[src/rtl/wb_sel_pipe.sv]
// wb_sel_pipe: registered writeback result selector with a one-deep skid buffer.
// Optional illegal-select counter enabled by defining WB_SEL_ERR_CNT_EN.
module wb_sel_pipe #(
    parameter int DATA_W    = 32,
    parameter int N_IN      = 3,
    parameter int SEL_W     = 2,
    parameter int ERR_CNT_W = 16
) (
    input  logic                   clk,
    input  logic                   rst_n,
    input  logic [N_IN*DATA_W-1:0] in_data,
    input  logic [SEL_W-1:0]       in_sel,
    input  logic                   in_valid,
    output logic                   in_ready,
    output logic [DATA_W-1:0]      out_data,
    output logic                   out_err,
    output logic                   out_valid,
    input  logic                   out_ready,
    output logic                   err_sticky,
    input  logic                   err_clr,
    output logic [ERR_CNT_W-1:0]   err_cnt
);

    logic [DATA_W-1:0] dec_data;
    logic              dec_err;

    logic [DATA_W-1:0] main_data_q, main_data_d;
    logic              main_err_q, main_err_d;
    logic              main_valid_q, main_valid_d;
    logic [DATA_W-1:0] skid_data_q, skid_data_d;
    logic              skid_err_q, skid_err_d;
    logic              skid_valid_q, skid_valid_d;
    logic              sticky_q, sticky_d;

    logic acc;
    logic drain;

    // in_ready depends only on the skid register, never on out_ready
    assign in_ready = ~skid_valid_q;
    assign acc      = in_valid & in_ready;
    assign drain    = main_valid_q & out_ready;

    // Decode select; out-of-range indices yield zero data with err set
    always_comb begin
        dec_data = '0;
        dec_err  = 1'b1;
        for (int k = 0; k < N_IN; k++) begin
            if (in_sel == SEL_W'(k)) begin
                dec_data = in_data[k*DATA_W +: DATA_W];
                dec_err  = 1'b0;
            end
        end
    end

    // Next-state for main and skid registers
    always_comb begin
        main_data_d  = main_data_q;
        main_err_d   = main_err_q;
        main_valid_d = main_valid_q;
        skid_data_d  = skid_data_q;
        skid_err_d   = skid_err_q;
        skid_valid_d = skid_valid_q;
        if (acc && (!main_valid_q || drain)) begin
            main_data_d  = dec_data;
            main_err_d   = dec_err;
            main_valid_d = 1'b1;
        end else if (acc) begin
            skid_data_d  = dec_data;
            skid_err_d   = dec_err;
            skid_valid_d = 1'b1;
        end else if (drain && skid_valid_q) begin
            main_data_d  = skid_data_q;
            main_err_d   = skid_err_q;
            main_valid_d = 1'b1;
            skid_valid_d = 1'b0;
        end else if (drain) begin
            main_valid_d = 1'b0;
        end
    end

    // Sticky error: a new illegal beat beats a simultaneous clear
    always_comb begin
        sticky_d = sticky_q;
        if (err_clr) sticky_d = 1'b0;
        if (acc && dec_err) sticky_d = 1'b1;
    end

    // Pipeline and sticky state registers
    always_ff @(posedge clk or negedge rst_n) begin
        if (!rst_n) begin
            main_data_q  <= '0;
            main_err_q   <= 1'b0;
            main_valid_q <= 1'b0;
            skid_data_q  <= '0;
            skid_err_q   <= 1'b0;
            skid_valid_q <= 1'b0;
            sticky_q     <= 1'b0;
        end else begin
            main_data_q  <= main_data_d;
            main_err_q   <= main_err_d;
            main_valid_q <= main_valid_d;
            skid_data_q  <= skid_data_d;
            skid_err_q   <= skid_err_d;
            skid_valid_q <= skid_valid_d;
            sticky_q     <= sticky_d;
        end
    end

    assign out_data   = main_data_q;
    assign out_err    = main_err_q;
    assign out_valid  = main_valid_q;
    assign err_sticky = sticky_q;

`ifdef WB_SEL_ERR_CNT_EN
    logic [ERR_CNT_W-1:0] cnt_q, cnt_d;

    // Saturating illegal-beat counter; clear wins over increment
    always_comb begin
        cnt_d = cnt_q;
        if (err_clr) begin
            cnt_d = '0;
        end else if (acc && dec_err && (cnt_q != {ERR_CNT_W{1'b1}})) begin
            cnt_d = cnt_q + 1'b1;
        end
    end

    // Counter register
    always_ff @(posedge clk or negedge rst_n) begin
        if (!rst_n) cnt_q <= '0;
        else        cnt_q <= cnt_d;
    end

    assign err_cnt = cnt_q;
`else
    assign err_cnt = '0;
`endif

endmodule
[config.mk]
export PLATFORM = sky130hd
export DESIGN_NAME = wb_sel_pipe
export DESIGN_NICKNAME = d
export VERILOG_FILES = /design/src/rtl/wb_sel_pipe.sv
export SDC_FILE = /design/constraint.sdc
export NUM_CORES = 1
export LEC_CHECK = 0
export ABC_AREA = 1
export CORE_UTILIZATION = 25
export DETAILED_ROUTE_END_ITERATION = 8
export SETUP_SLACK_MARGIN = 0.05
export SYNTH_ARGS = -nofsm -noshare
export SYNTH_HDL_FRONTEND = slang
export SYNTH_SLANG_ARGS = --single-unit
[constraint.sdc]
create_clock -name clk -period 1.3 [get_ports clk]
set_clock_uncertainty 0.15 [all_clocks]
set_input_delay 0.13 -clock clk [delete_from_list [all_inputs] [get_ports clk]]
set_output_delay 0.13 -clock clk [all_outputs]
set_load 0.05 [all_outputs]
==> out/metrics.cfg, run 1 <==
[final_layout]
final_cell_mix=nand2_1 (184), clkdlybuf4s50_1 (99), nand3_1 (97)
fillCellCount=1526
post-route-util=0.433
multiInputGateArea_mm2=0.00188
regArea_mm2=0.00173
num-nets-final=805
final_layout_size_suffix_gt1_frac=0.164
areaGrowthSynthToFinish_pct=67.6
layout_commonest_cell=nand2_1

[global_route]
antenna_found_initial=1
grt_usage=0.168
grt_overflow=0
grt_pass1_wl_um=21100
grt_max_degree=70
grt_pass1_vias=4034

[routing]
drt-total-wl_um=13700
dr.pass1.iters=5
antenna_left=0
dr.first_iter.drc_count=273
via_per_inst=4.53
wire_per_inst_um=14.9
vias=4165
route.detailed.drc=0

[clock_tree]
clk_latency_ps=340
cts_made_buffers=9
max-clock-path-buffers=2
clk_pin_slew_ps=60
cts_tree=built
clockRootBuffer=clkbuf_16
clock_sinks=69
cts_max_level=3

[power_and_ir_drop]
p_per_area_mw_per_mm2=2280
swShare=0.423
vdd_drop_max_mv=1.80
power_frac_comb=0.583
p_leak_uw=0.00305
switchingPower_uw=6400
intPower_uw=8720
clkPwrFrac=0.154
seqPwrFrac=0.264

[synth]
syn-cell-area_mm2=0.00396
synth_xor_area_frac=0
synth-simple-area-share=0.380
ys_warn_count=0
synth_fa_ha_area_frac=0
synth_cell_types=22
synthMuxAreaShare=0
synth_edf_count=0
postSynthCellCount=543
ys_seq_area_frac=0.436
syn_avg_cell_area_um2=7.29
synth_compound_area_frac=0.0721
synth-seq-cells=69
synth_flop_cell=dfrtp_1
async_flop_share=1.00
synth_top_family_by_area=simple AND/OR/NAND/NOR gates

[worst_setup_path]
reg2reg_slack_ps=-180
crit_path_start=skid_valid_q
cp.arrival_ps=1550
cp_top_family=simple AND/OR/NAND/NOR gates
endpoint=out_data[8]
cp-start-kind=flip-flop
cp_slowest_cell=dfrtp_1
r2r-end=out_data[8]
end_kind=flip-flop
crit_required_ps=1380
cpPeakStageDelay_ps=410
crit_type=reg -> reg
crit_buf_inv=3
crit_chain=inv_4 -> nand2_8 -> nor2_4 -> buf_12 -> buf_12 -> nand4_1 -> nand2_1 -> nand2_1
rr_worst_depth=8
r2r_start=skid_valid_q
path_depth=8
crit_fanout=10

[timing]
finalCriticalPeriod_ps=1480
setup_slack_ps=-175
rsz0062_at_grt=true
hold_slack_ps=197
hold_viol=0
maxSlewViolCount=0
fmax_mhz=678
period_share=1.13
setup_viol=70

[floorplanning]
die_w_um=128
die_h_um=128
core_area_mm2=0.0153
fp-row-count=45
design.die.area_mm2=0.0163
pin_count=155
start_util=0.258

[run_status]
violations=negative setup slack
status=finished, violations left

[placed_design]
place.gp.congestion=0.766
io_buffers=138
dp_hpwl_um=9050

[flow_run]
cap_violations=0

[min_path]
hold_class=in -> async

worst min-delay path by stage:
stage | end | depth (start not counted) | start | slack [ps]
finish | out_data[22] | 3 | rst_n | 200
global route | err_sticky | 2 | err_clr | 190
CTS | err_sticky | 2 | err_clr | 190
detailed placement | out_data[21] | 2 | rst_n | 30
global placement | err_sticky | 2 | rst_n | 30
floorplan | err_sticky | 0 | rst_n | -320
what timing repair did:
action | in CTS | in global routing
hold buffers | 1 | 0
buffers inserted | 4 | 6
resized for setup | 10 | 9
pin swaps | 0 | 5
gates cloned | 1 | 5
setup endpoints to repair | 70 | 73
hold endpoints to repair | 69 | 0
synth_stat cells (2+ instances only):
| cell | count | share of area |
|---|---|---|
| buf_6 | 4 | 0.011 |
| inv_2 | 2 | 0.0019 |
| nand3_1 | 97 | 0.12 |
| nand2_4 | 2 | 0.0057 |
| nor2_1 | 15 | 0.014 |
| clkbuf_1 | 3 | 0.0028 |
| buf_4 | 16 | 0.030 |
| nand2_1 | 186 | 0.18 |
| dfrtp_1 | 69 | 0.44 |
| buf_2 | 25 | 0.032 |
| inv_1 | 30 | 0.028 |
| o21ai_1 | 6 | 0.0076 |
| nor2_4 | 2 | 0.0057 |
| nand2_2 | 2 | 0.0032 |
| nand4_1 | 32 | 0.051 |
| o21ai_0 | 41 | 0.052 |
| clkbuf_2 | 2 | 0.0025 |
| o21ai_2 | 5 | 0.011 |
cell type report:
type / instances / share of cell area
Multi-Input combinational cell: 406 / 0.283
Antenna cell: 1 / 0.000377
Inverter: 33 / 0.0202
Timing Repair Buffer: 183 / 0.354
Clock inverter: 4 / 0.00340
Clock buffer: 12 / 0.0387
Sequential cell: 69 / 0.261
Tap cell: 211 / 0.0398
worst register-to-register path: stages, from the launching register on:
cell and delay [ps]:
dfrtp_1 410, inv_4 90, nand2_8 70, nor2_4 140, buf_12 140, buf_12 120
nand4_1 110, nand2_1 80, nand2_1 50
sequential cells by signal, indices dropped and copies added (netlist names):
name          count
err_sticky        1
out_valid         1
out_data         32
skid_err_q        1
skid_valid_q      1
skid_data_q      32
out_err           1
per-stage QoR:
| step | TNS [ps] | cell area [um2] | power (uW) | cells | setup slack (ps) |
|---|---|---|---|---|---|
| floorplan | -8880 | 4060 | 8190 | 558 | -170 |
| global placement | -18190 | 6070 | 12100 | 886 | -307 |
| detailed placement | -19430 | 6070 | 12100 | 886 | -346 |
| CTS | -7850 | 6450 | 14700 | 908 | -154 |
| global route | -13600 | 6630 | 16000 | 918 | -252 |
| finish | -8520 | 6630 | 15100 | 919 | -175 |
power groups by stage:
| stage | registers (uW) | clock network, uW | logic (uW) |
|---|---|---|---|
| finish | 3980 | 2320 | 8810 |
| CTS | 4010 | 2390 | 8360 |
| floorplan | 5510 | 0 | 2690 |
| detailed placement | 4010 | 0 | 8140 |
| global route | 4110 | 2490 | 9440 |
| global placement | 4010 | 0 | 8070 |
layer usage:
metal | GRT usage | part of all wire | up-vias
met5 | 0 | 0 | -
met4 | 0.0505 | 0.013 | 0
met3 | 0.0538 | 0.076 | 12
met2 | 0.274 | 0.47 | 157
met1 | 0.212 | 0.44 | 1914
li1 | - | - | 2082
kinds of logic (layout without fill, tap and decap cells):
logic type / Yosys count / after routing
AO/OA/AOI/OAI: 53 / 53
flip-flops: 69 / 69
AND/OR/NAND/NOR: 337 / 337
buffers and inverters: 83 / 232
other: 1 / 17
Note: power is estimated with default switching activity, not from simulation.
==> run 2, diff against run 1 <==
--- a/config.mk
+++ b/config.mk
@@ -9,3 +9,5 @@
 export CORE_UTILIZATION = 25
+export CTS_CLUSTER_SIZE = 20
 export DETAILED_ROUTE_END_ITERATION = 8
+export DONT_BUFFER_PORTS = 1
 export SETUP_SLACK_MARGIN = 0.05
--- a/constraint.sdc
+++ b/constraint.sdc
@@ -4,2 +4,2 @@
 set_output_delay 0.13 -clock clk [all_outputs]
-set_load 0.05 [all_outputs]
+set_load 0.01 [all_outputs]
==> out/metrics.cfg, run 2 (synthesized netlist as in run 1, its figures left out) <==
[worst_setup_path]
cp_slowest_cell=dfrtp_2
r2r-end=out_data[6]
crit_type=reg -> reg
cp.arrival_ps=1520  ; -30 ps
crit_fanout=9  ; -1
cp-start-kind=flip-flop
end_kind=flip-flop
r2r_start=out_valid
cpPeakStageDelay_ps=450  ; +40 ps
crit_chain=inv_1 -> nor2_2 -> nor2_4 -> buf_12 -> nand4_1 -> nand2_1 -> nand2_1
crit_required_ps=1380  ; about the same
reg2reg_slack_ps=-140  ; +30 ps
rr_worst_depth=7  ; -1
crit_top_cell=nand2_1

[timing]
period_share=1.11  ; -0.0265
finalCriticalPeriod_ps=1440  ; -34.4 ps
hold_viol=114  ; +114
setup_slack_ps=-141  ; +34.4 ps
hold_slack_ps=-662  ; -859 ps
setup_viol=67  ; -4.3%
maxSlewViolCount=0  ; unchanged
fmax_mhz=694  ; +2.4%
rsz0062_at_grt=true

[floorplanning]
pin_count=155  ; unchanged
design.die.area_mm2=0.0163  ; unchanged
die_h_um=128  ; unchanged
core_area_mm2=0.0153  ; unchanged
fp-row-count=45  ; unchanged
die_w_um=128  ; unchanged
start_util=0.258  ; unchanged

[routing]
dr.first_iter.drc_count=208  ; -24%
route.detailed.drc=0  ; unchanged
dr.pass1.iters=6  ; +1
drt-total-wl_um=14000  ; +1.8%
wire_per_inst_um=16.2  ; +8.8%
antenna_left=0  ; unchanged
via_per_inst=4.73  ; +4.3%
vias=4066  ; -2.4%

[global_route]
grt_pass1_vias=4066  ; +0.79%
grt_max_degree=70  ; unchanged
antenna_found_initial=0  ; -1
grt_usage=0.171  ; +0.00327
grt_overflow=0  ; unchanged
grt_pass1_wl_um=21300  ; +0.98%

[clock_tree]
cts_max_level=3  ; unchanged
clk_pin_slew_ps=60  ; about the same
max-clock-path-buffers=2  ; unchanged
cts_tree=built
clockRootBuffer=clkbuf_16
clock_sinks=69  ; unchanged
cts_made_buffers=9  ; unchanged
clk_latency_ps=340  ; about the same

[min_path]
hold_class=in -> async

[placed_design]
dp_hpwl_um=8410  ; -7.0%
placed_area_mm2=0.00430  ; -29%
place.gp.congestion=0.738  ; -3.6%
io_buffers=0  ; -100%

[run_status]
status=finished, violations left
violations=negative hold slack, negative setup slack

[final_layout]
antenna_cells=0  ; -1
regArea_mm2=0.00173  ; unchanged
stdcell_area_mm2=0.00569  ; -14%
final_cell_mix=nand2_1 (182), nand3_1 (97), dlygate4sd3_1 (95)
layout_commonest_cell=nand2_1
areaGrowthSynthToFinish_pct=43.9
multiInputGateArea_mm2=0.00188  ; +0.20%
num-nets-final=748  ; -7.1%
post-route-util=0.372  ; -0.0613
fillCellCount=1580  ; +3.5%
final_layout_size_suffix_gt1_frac=0.103  ; -0.0608

[power_and_ir_drop]
vdd_drop_max_mv=0.643  ; -64%
p_leak_uw=0.00261  ; -15%
p_per_area_mw_per_mm2=1850  ; -19%

[flow_run]
cap_violations=0  ; unchanged

-- run 2: routing by layer --
layer	vias to the layer above	routed length (um)	track usage
met5	-	0	0
met4	0	109	0.0505
met3	11	1160	0.0576
met2	173	6720	0.282
met1	1912	5990	0.213
li1	1970	-	-
-- run 2: worst max path at each step --
stage	from	to	slack (ps)	cells after the start
global route	out_valid	skid_data_q[12]	-230	6
floorplan	out_valid	skid_data_q[28]	-60	7
CTS	out_valid	out_data[6]	-130	7
detailed placement	out_valid	skid_err_q	-120	7
global placement	skid_valid_q	out_data[19]	-110	7
finish	out_valid	out_data[6]	-140	7
-- run 2: timing repair --
action / 4_1_cts / 5_1_grt
buffers inserted: 2 / 0
hold endpoints to repair: 138 / 112
pin swaps: 1 / 3
setup endpoints to repair: 68 / 69
cloned: 1 / 1
hold buffers: 91 / 5
gates resized for setup: 7 / 7
-- run 2: critical path: cells and delay by family, from the launching register on --
family                 cells  cell delay [ps]
AND/OR/NAND/NOR            5              490
flip-flops                 1              450
buffers and inverters      2              230
-- run 2: through the flow --
step / total power [uW] / cells / worst slack [ps] / setup TNS, ps / hold slack [ps]
after floorplan: 6460 / 558 / -64.4 / -1700 / -316
after global placement: 7530 / 745 / -106 / -3140 / -312
after detailed placement: 7590 / 745 / -122 / -4850 / -313
after CTS: 10500 / 854 / -125 / -5960 / -683
after global routing: 11400 / 860 / -234 / -11320 / -685
final: 10500 / 860 / -141 / -6560 / -662
-- run 2: cell type report --
cell class                      count  area share
Inverter                           33      0.0235
Tap cell                          211      0.0464
Sequential cell                    69       0.303
Clock buffer                       11      0.0444
Clock inverter                      4     0.00835
Timing Repair Buffer              126       0.243
Multi-Input combinational cell    406       0.330
-- run 2: report_power, final --
part / switching (uW) / leakage (uW) / internal, uW
sequential: 857 / 0.000857 / 3190
combinational: 2210 / 0.00160 / 1760
clock: 945 / 0.000147 / 1570
total: 4010 / 0.00261 / 6530
==> RTL edit 1: new RTL, settings of run 2 <==
Register the output `out_err` once more, with the module's reset; this adds one clock of latency there. The other outputs are not delayed to match.
--- a/src/rtl/wb_sel_pipe.sv
+++ b/src/rtl/wb_sel_pipe.sv
@@ -107,7 +107,13 @@
     end
 
     assign out_data   = main_data_q;
-    assign out_err    = main_err_q;
+    always_ff @(posedge clk or negedge rst_n) begin
+        if (!rst_n) begin
+            out_err <= '0;
+        end else begin
+            out_err <= main_err_q;
+        end
+    end
     assign out_valid  = main_valid_q;
     assign err_sticky = sticky_q;
 
Formal check against the unedited RTL: not equivalent (Yosys sat finds a counterexample within 4 cycles, from zero or initial values and one cycle with rst_n low).
==> RTL edit 1 against run 2 <==
  * Critical path depth is the same
  * Area after synthesis grew 0.73%
  * The run still ends with negative hold slack, negative setup slack left
  * Non-clock buffer count grew 4
  * Routed wire length grew 6.4%
  * Sequential cell count grew 1
  * Setup slack lost 0.081 ns
  * Final area grew 6.0%
Power is not compared: it rests on default switching activity, and its combinational part moved more than twofold at a synthesized area within 25%.
==> RTL edit 1: results (changes against run 2) <==
[routing]
dr.pass1.iters=5  ; was 6
vias_per_cell=4.87  ; was 4.73
wl_per_cell_um=17.3  ; was 16.2 um
drtIter0Drc=233  ; was 208

[clocking]
cts_hold_buf=88  ; was 91
cts_setup_buffers=8  ; was 2
cts_buffers=9  ; unchanged
clock-root-buffer=clkbuf_16  ; unchanged
cts.clk_slew.worst_paths_ns=0.06  ; about the same
clk_latency_ns=0.33
post_cts_resize_count=15  ; was 7

[setup_path]
cp-endpoint=skid_data_q[3]$_DFFE_PN0P_  ; was out_data[6]$_DFFE_PN0P_
crit_slowest_cell=dfrtp_1  ; was dfrtp_2
cpPeakStageDelay_ns=0.39  ; was 0.45 ns
crit_start=skid_valid_q$_DFFE_PN0P_  ; was out_valid$_DFFE_PN0P_
critical_path.top_delay_family=buffers and inverters  ; was simple AND/OR/NAND/NOR gates
path_max_fanout=8  ; was 9
crit_arrival_ns=1.59  ; was 1.52 ns

[placed_design]
hpwlAfterDp_mm=7.87  ; was 8.41 mm
dp_slack_ns=-0.169  ; was -0.122 ns
placed_cell_area_sq_um=4250  ; was 4300 sq um
gp_congestion=0.739  ; was 0.738
place_inst=731  ; was 745
numPortBuffers=0  ; unchanged

[final_layout]
drive_gt1_share_pct=18.1  ; was 10.3%
nNetsFinal=744  ; was 748
stdcell_count=857  ; was 860
fill_cells=1501  ; was 1580
diodes=0  ; unchanged

[pwr]
seqPwrFrac_pct=41.1
irDropWorstVdd_mv=0.624
p_per_area_nw_per_um2=879
leakagePower_nw=2.85

[sta]
setup-violations-final=69  ; was 67
hold_viol=113  ; was 114
whs_ns=-0.662  ; about the same
timing.setup.tns_ns=-12.40  ; was -6.56 ns
fin_ws_ns=-0.222  ; was -0.141 ns

[logic_synthesis]
yosys-top-cells-count=nand2_1 (170), nand3_1 (97), dfrtp_1 (70)  ; was nand2_1 (186), nand3_1 (97), dfrtp_1 (69)
yosysWarningCount=0  ; unchanged
ys_top_cells_by_area=dfrtp_1 (44%), nand2_1 (16%), nand3_1 (12%)  ; was dfrtp_1 (44%), nand2_1 (18%), nand3_1 (12%)
syn_avg_cell_area_sq_um=7.42  ; was 7.29 sq um
yosysSeqAreaShare_pct=43.9  ; was 43.6%
synth_cell_types=22  ; unchanged

[global_route]
met1_usage_pct=21.6  ; was 21.3%
grtUsageTotal_pct=17.7  ; was 17.1%
grt_use_met2_pct=29.1  ; was 28.2%
grt_max_degree=71  ; was 70
grt_pass1_wl_mm=21.9  ; was 21.3 mm
grt_pass1_vias=4286  ; was 4066
use_met3_pct=5.55  ; was 5.76%

[status]
outcome=finished, violations left  ; unchanged
violations=negative hold slack, negative setup slack  ; unchanged

[worst_hold_path]
min-delay-path-class=in2async  ; unchanged

## RTL edit 1: routing by layer
layer | up-vias | part of all wire (%)
met3 | 25 | 8.0
met1 | 1969 | 43
met4 | 0 | 2.0
met5 | - | 0
li1 | 1964 | -
met2 | 218 | 47
## RTL edit 1: cells by family (layout without fill, tap and decap cells)
logic type             count (synthesis)  in the layout  synth area share (%)
buffers and inverters                 93            187                  11.9
other                                  1             16                0.0941
AND/OR/NAND/NOR                      304            304                  34.1
AO/OA/AOI/OAI                         69             69                  9.92
flip-flops                            70             70                  43.9
## RTL edit 1: cell type report
cell class                 instances  area, sq um  share of cell area (%)
inverter                          41          156                    2.59
clock buffer                      13          280                    4.65
sequential                        70         1750                    29.0
tap                              211          264                    4.38
timing repair buffer             130         1550                    25.8
multi-input combinational        389         1990                    32.9
clock inverter                     3         40.0                   0.664
==> RTL edit 2: new RTL, settings of run 2 <==
Made on the original files. The option `WB_SEL_ERR_CNT_EN` is turned on by a define.
--- a/src/rtl/wb_sel_pipe.sv
+++ b/src/rtl/wb_sel_pipe.sv
@@ -1,5 +1,7 @@
 // wb_sel_pipe: registered writeback result selector with a one-deep skid buffer.
 // Optional illegal-select counter enabled by defining WB_SEL_ERR_CNT_EN.
+`define WB_SEL_ERR_CNT_EN
+
 module wb_sel_pipe #(
     parameter int DATA_W    = 32,
     parameter int N_IN      = 3,
Function: changed (a bounded check fails within 4 cycles, from zero or initial values and one cycle with rst_n low).
==> RTL edit 2 against run 2 <==
  * The run still ends with negative hold slack, negative setup slack left
  * Area after synthesis increased by 13%
  * Critical path depth increased by 3
  * Maximum frequency down 10%
  * Sequential cell count up 16
  * Final area is 33% higher
  * Setup slack got worse by 0.17 ns
  * Routed wire length rose by 24%
  * Synthesized cell count rose by 15%
  * Sequential share of layout area down 2.2 points
Power is not compared: it rests on default switching activity, and its combinational part moved more than twofold at a synthesized area within 25%.
==> RTL edit 2: results (changes against run 2) <==
[placed_design]
placed_cell_area_sq_um=5260  ; was 4300 sq um
dp_slack_ns=-0.369  ; was -0.122 ns
hpwlAfterDp_mm=9.24  ; was 8.41 mm

[global_route]
grt_pass1_vias=5195  ; was 4066
use_met3_pct=4.23  ; was 5.76%
grt_use_met2_pct=33.2  ; was 28.2%
grt_max_degree=86  ; was 70
grtUsageTotal_pct=19.3  ; was 17.1%

[routing]
drtIter0Drc=243  ; was 208
wl_per_cell_um=16.9  ; was 16.2 um

[sta]
fin_ws_ns=-0.307  ; was -0.141 ns
setup-violations-final=86  ; was 67
hold_viol=88  ; was 114
whs_ns=-0.679  ; was -0.662 ns

[final_layout]
drive_gt1_share_pct=30.3  ; was 10.3%
nNetsFinal=898  ; was 748

[status]
outcome=finished, violations left  ; unchanged
violations=negative hold slack, negative setup slack  ; unchanged

[logic_synthesis]
syn_avg_cell_area_sq_um=7.17  ; was 7.29 sq um
yosys-top-cells-count=nand2_1 (274), dfrtp_1 (85), o21ai_0 (81)  ; was nand2_1 (186), nand3_1 (97), dfrtp_1 (69)
synth_cell_types=23  ; was 22
ys_top_cells_by_area=dfrtp_1 (48%), nand2_1 (23%), o21ai_0 (9.1%)  ; was dfrtp_1 (44%), nand2_1 (18%), nand3_1 (12%)
yosysSeqAreaShare_pct=47.5  ; was 43.6%

[setup_path]
crit_arrival_ns=1.74  ; was 1.52 ns
ff2ff_path_depth=10  ; was 7
path_max_fanout=8  ; was 9

-- RTL edit 2: report_power, final --
| group | internal [mW] | switching, mW | leakage [nW] |
|---|---|---|---|
| Clock | 1.34 | 1.07 | 0.123 |
| Combinational | 0.282 | 0.263 | 2.46 |
| Sequential | 2.64 | 0 | 1.08 |
-- RTL edit 2: final cells by class --
| type | instances | area [sq um] | area share (%) |
|---|---|---|---|
| clock inverters | 1 | 7.51 | 0.0990 |
| repair inverters | 1 | 16.3 | 0.214 |
| repair buffers | 187 | 2110 | 27.8 |
| well taps | 225 | 282 | 3.71 |
| clock buffers | 14 | 254 | 3.35 |
| multi-input cells | 473 | 2610 | 34.4 |
| flip-flops and latches | 85 | 2130 | 28.1 |
| inverters | 37 | 171 | 2.26 |
-- RTL edit 2: timing repair --
item                                    CTS  global route
gates cloned                             14             1
resized for setup                       174            83
pin swaps                                74            42
buffers inserted                         24             5
endpoints found under the setup margin   86            87
hold endpoints to repair                170            88
-- RTL edit 2: worst max-delay path, stage by stage (launching register included) --
cell and delay (ns):
dfrtp_2 0.38, ha_4 0.15, nand3_4 0.09, inv_4 0.07, nand2_4 0.05, nor2_4 0.10
nor2_4 0.05, buf_6 0.14, nor2_4 0.23, nand2_1 0.08, nand2_1 0.06
-- RTL edit 2: routing by layer --
| layer | part of all wire, % | wire, um |
|---|---|---|
| met5 | 0 | 0 |
| met3 | 5.5 | 949 |
| met2 | 49 | 8470 |
| met1 | 44 | 7510 |
| met4 | 1.9 | 326 |
-- RTL edit 2: cell families after synthesis --
family | after synthesis | share of synthesized area, %
simple gates | 373 | 34.6
compound gates | 93 | 10.6
flops | 85 | 47.5
buf+inv | 67 | 5.98
xor+xnor | 5 | 0.978
fa+ha+maj | 1 | 0.280
